`config.mk`:
```
export PLATFORM = sky130hd
export DESIGN_NAME = babbage_bin2bcd
export DESIGN_NICKNAME = d
export VERILOG_FILES = /design/src/rtl/babbage_pkg.sv /design/src/rtl/babbage_bin2bcd_adj3.sv /design/src/rtl/babbage_bin2bcd.sv
export SDC_FILE = /design/constraint.sdc
export NUM_CORES = 1
export LEC_CHECK = 0
export CORE_UTILIZATION = 35
export CTS_CLUSTER_SIZE = 16
export DETAILED_ROUTE_END_ITERATION = 6
export GPL_TIMING_DRIVEN = 0
export PLACE_DENSITY = 0.52
export SLEW_MARGIN = 20
export SYNTH_ARGS = -nofsm -noshare
export SYNTH_HDL_FRONTEND = slang
export SYNTH_SLANG_ARGS = --single-unit
```
`constraint.sdc`:
```
create_clock -name clk -period 2.23 [get_ports clk]
set_clock_uncertainty 0.15 [all_clocks]
set_input_delay 0.3345 -clock clk [delete_from_list [all_inputs] [get_ports clk]]
set_output_delay 0.3345 -clock clk [all_outputs]
set_load 0.05 [all_outputs]
```
`src/rtl/babbage_pkg.sv`:
```
// Shared definitions for the Babbage difference-engine emulator blocks.
// Default widths and the binary-to-BCD converter state encoding.
package babbage_pkg;

    localparam int unsigned W_DEFAULT      = 20;
    localparam int unsigned DIGITS_DEFAULT = 7;
    localparam int unsigned CW_DEFAULT     = 5;

    typedef enum logic [1:0] {
        IDLE = 2'b00,
        OP   = 2'b01,
        DONE = 2'b10
    } bin2bcd_state_t;

endpackage

```
`src/rtl/babbage_bin2bcd_adj3.sv`:
```
// Double-dabble digit cell: adds 3 to a BCD nibble whose value is 5 or more.
module bcd_adj3 (
    input  logic [3:0] din,
    output logic [3:0] dout
);

    always_comb begin
        dout = din;
        if (din > 4'd4)
            dout = din + 4'd3;
    end

endmodule

```
`src/rtl/babbage_bin2bcd.sv`:
```
// Sequential binary-to-packed-BCD converter (shift-and-add-3) with a held result
// register feeding the seven-segment display multiplexer.
module babbage_bin2bcd
    import babbage_pkg::*;
#(
    parameter int unsigned W      = W_DEFAULT,
    parameter int unsigned DIGITS = DIGITS_DEFAULT,
    parameter int unsigned CW     = CW_DEFAULT
) (
    input  logic                  clk,
    input  logic                  reset,
    input  logic                  start,
    input  logic [W-1:0]          bin,
    output logic                  ready,
    output logic                  done_tick,
    output logic [4*DIGITS-1:0]   bcd
);

    localparam int unsigned BW = 4 * DIGITS;

    bin2bcd_state_t state, state_next;
    logic [W-1:0]   sreg, sreg_next;
    logic [BW-1:0]  wbcd, wbcd_next;
    logic [CW-1:0]  cnt, cnt_next;
    logic [BW-1:0]  bcd_reg, bcd_next;
    logic [BW-1:0]  adj;
    logic [BW+W-1:0] shifted;

    for (genvar g = 0; g < DIGITS; g++) begin : g_adj
        bcd_adj3 u_adj (
            .din  (wbcd[4*g +: 4]),
            .dout (adj[4*g +: 4])
        );
    end

    assign shifted = {adj, sreg} << 1;

    always_ff @(posedge clk) begin
        if (!reset) begin
            state   <= IDLE;
            sreg    <= '0;
            wbcd    <= '0;
            cnt     <= '0;
            bcd_reg <= '0;
        end else begin
            state   <= state_next;
            sreg    <= sreg_next;
            wbcd    <= wbcd_next;
            cnt     <= cnt_next;
            bcd_reg <= bcd_next;
        end
    end

    always_comb begin
        state_next = state;
        sreg_next  = sreg;
        wbcd_next  = wbcd;
        cnt_next   = cnt;
        bcd_next   = bcd_reg;
        ready      = 1'b0;
        done_tick  = 1'b0;
        case (state)
            IDLE: begin
                ready = 1'b1;
                if (start) begin
                    sreg_next  = bin;
                    wbcd_next  = '0;
                    cnt_next   = CW'(W);
                    state_next = OP;
                end
            end
            OP: begin
                wbcd_next = shifted[BW+W-1:W];
                sreg_next = shifted[W-1:0];
                cnt_next  = cnt - 1'b1;
                // The final shift is loaded straight into bcd so it is valid with done_tick.
                if (cnt == CW'(1)) begin
                    bcd_next   = shifted[BW+W-1:W];
                    state_next = DONE;
                end
            end
            DONE: begin
                done_tick  = 1'b1;
                state_next = IDLE;
            end
            default: state_next = IDLE;
        endcase
    end

    assign bcd = bcd_reg;

endmodule
```
==> flow_summary.json <==
{
  "fin_util": 0.448,
  "dpl_worst_slack_ns": -0.555,
  "synth.area.mux_share": 0.0200,
  "maxSlewViolCount": 0,
  "fmax_mhz": 471,
  "synth-seq-cells": 83,
  "final_cell_mix": "dfxtp_1 (83), clkdlybuf4s50_1 (49), a21oi_1 (35), nor2b_1 (24), o21ai_0 (23)",
  "ant_nets": 0,
  "syn-cell-area_sq_um": 4070,
  "hpwl_um": 7450,
  "synth_area_leaders": "dfxtp_1 (41%), ha_1 (4.9%), o32ai_2 (4.4%)",
  "drc": 0,
  "ys_warn_count": 0,
  "syn_inst": 435,
  "ctsHtreeMaxLevel": 3,
  "die-area_sq_um": 12100,
  "setup_tns_ns": 0,
  "outcome": "completed",
  "synthFlopType": "dfxtp_1",
  "synth_top_area_share": 0.408,
  "vdd_drop_max_mv": 0.397,
  "cts_max_path_buffers": 2,
  "numCtsBuffers": 9,
  "cp-end-kind": "output pin",
  "first_pass_iters": 4,
  "route.vias.total": 3502,
  "layout-drive-gt1-share": 0.124,
  "finalPower_mw": 3.58,
  "yosys.area_share.xor_xnor": 0,
  "design_area_sq_um": 5090,
  "worstMarginPinSlew_ns": 0.683,
  "cts_sinks": 83,
  "avgRoutedWirePerCell_um": 16.9,
  "crit_chain": "buf_2 -> clkbuf_2 -> nor2_1 -> clkdlybuf4s15_1",
  "overflow": 0,
  "dpl_cell_area_sq_um": 4760,
  "drt_first_iter_violations": 155,
  "clk-insertion-delay-late_ns": 0.33,
  "synth-async-reset-ratio": 0,
  "grt_usage": 0.190,
  "synth_area_leader_cell": "dfxtp_1",
  "synth_compound_area_frac": 0.308,
  "ios": 53,
  "synth-simple-area-share": 0.148,
  "p_leak_nw": 1.69,
  "critPathRequiredTime_ns": 1.75,
  "rsz0062_at_grt": "false",
  "crit_path_max_fanout": 10,
  "die_width_um": 110,
  "synthDistinctLibCells": 42,
  "antenna_found_initial": 0,
  "holdWs_ns": 0.338,
  "period_share": 0.953,
  "grt_pass1_wl_um": 17300,
  "initial_core_util": 0.358,
  "slowest_delay_ns": 0.50,
  "layout_setup_ws_ns": 0.105,
  "worst-setup-path-type": "reg2out",
  "core_area_sq_um": 11400,
  "synth_top_family_by_area": "compound AO/OA/AOI/OAI gates",
  "fin_cells": 645,
  "syn_nets": 474,
  "portBuffers": 51,
  "timing.slew.headroom": 0.543,
  "hold_path.class": "reg2reg",
  "min_period_ns": 2.13,
  "cts_tree": "yes",
  "die_h_um": 110,
  "cts_root_buffer": "clkbuf_16",
  "routed_via_density": 5.43,
  "grt_pass1_vias": 3296,
  "hold_violations": 0,
  "dp.cells": 629,
  "critPathLaunchType": "flip-flop",
  "clk_pin_slew_ns": 0.06,
  "maxCapViolations": 0,
  "p_per_area_nw_per_um2": 702,
  "seq_area_sq_um": 1660,
  "synth_fa_ha_area_frac": 0.0492,
  "crit_arrival_ns": 1.64,
  "final_common_cell": "dfxtp_1",
  "setup_violations": 0,
  "syn_to_final_growth_pct": 25.1,
  "postSynthAreaPerCell_sq_um": 9.36,
  "multi_input_area_sq_um": 2140,
  "antenna_cells": 0,
  "final_nets": 536,
  "rows": 39,
  "grt_start_max_net_pins": 14,
  "wirelength_um": 10900,
  "synth_edf_count": 0,
  "critPathSlowestCell": "clkdlybuf4s15_1",
  "num-fill-cells": 1160,
  "yosysSeqAreaShare": 0.408,
  "place_congestion": 0.811
}
## layout make-up
class                   count  share of cell area
flip-flops and latches     83               0.326
inverters                  20              0.0150
clock inverters             4              0.0143
multi-input cells         296               0.420
repair buffers             51              0.0998
clock buffers              12              0.0504
plain buffers              36              0.0393
well taps                 143              0.0351
## cells in the mapped netlist (10+ instances only)
cell	n
a21oi_1	35
inv_1	17
o221ai_1	16
nor2_1	10
dfxtp_1	83
o22ai_1	22
o21a_1	14
nand3_1	10
o21ai_0	23
nor3_1	15
clkbuf_1	22
ha_1	16
a211oi_1	13
nor2b_1	24
nand2_1	22
o32ai_2	11
## layer usage
layer  vias up  wire length [um]  track usage  part of all wire
li1       1748                 -            -                 -
met1      1665              5330        0.256              0.49
met2        78              5030        0.312              0.46
met3        11               463       0.0279             0.042
met4         0                97       0.0590            0.0089
met5         -                 0            0                 0
## worst paths after layout
| kind | start | endpoint | slack, ns | depth (start not counted) |
|---|---|---|---|---|
| max | state[0] | ready | 0.10 | 4 |
| min | bcd[22] | bcd[22] | 0.34 | 2 |
| min reg2reg | bcd[22] | bcd[22] | 0.34 | 2 |
| max reg2reg | cnt[0] | bcd[16] | 0.13 | 6 |
## power by group
group | total (mW) | switching, mW | leakage [nW] | internal, mW
Clock | 1.63 | 0.589 | 0.159 | 1.04
Combinational | 0.365 | 0.214 | 0.858 | 0.151
Sequential | 1.58 | 0.0439 | 0.675 | 1.54
Total | 3.58 | 0.847 | 1.69 | 2.73
## worst max-delay path, delay by kind of cell (launching register included)
family	cells	cell delay (ns)
AND/OR/NAND/NOR	1	0.15
flip-flops	1	0.29
buffers and inverters	3	0.87
## timing repair
action / 4_1_cts / 5_1_grt
endpoints found under the hold margin: 0 / 0
gates cloned: 0 / 0
gates resized for setup: 11 / 3
hold buffers: 0 / 0
setup endpoints to repair: 2 / 2
setup buffers: 0 / 0
## cells by family after synthesis
logic type / after synthesis
AND/OR/NAND/NOR: 105
adder cells (fa/ha/maj): 16
multiplexers: 8
flip-flops: 83
buffers and inverters: 56
AO/OA/AOI/OAI: 167
(Power assumes the default switching activity.)
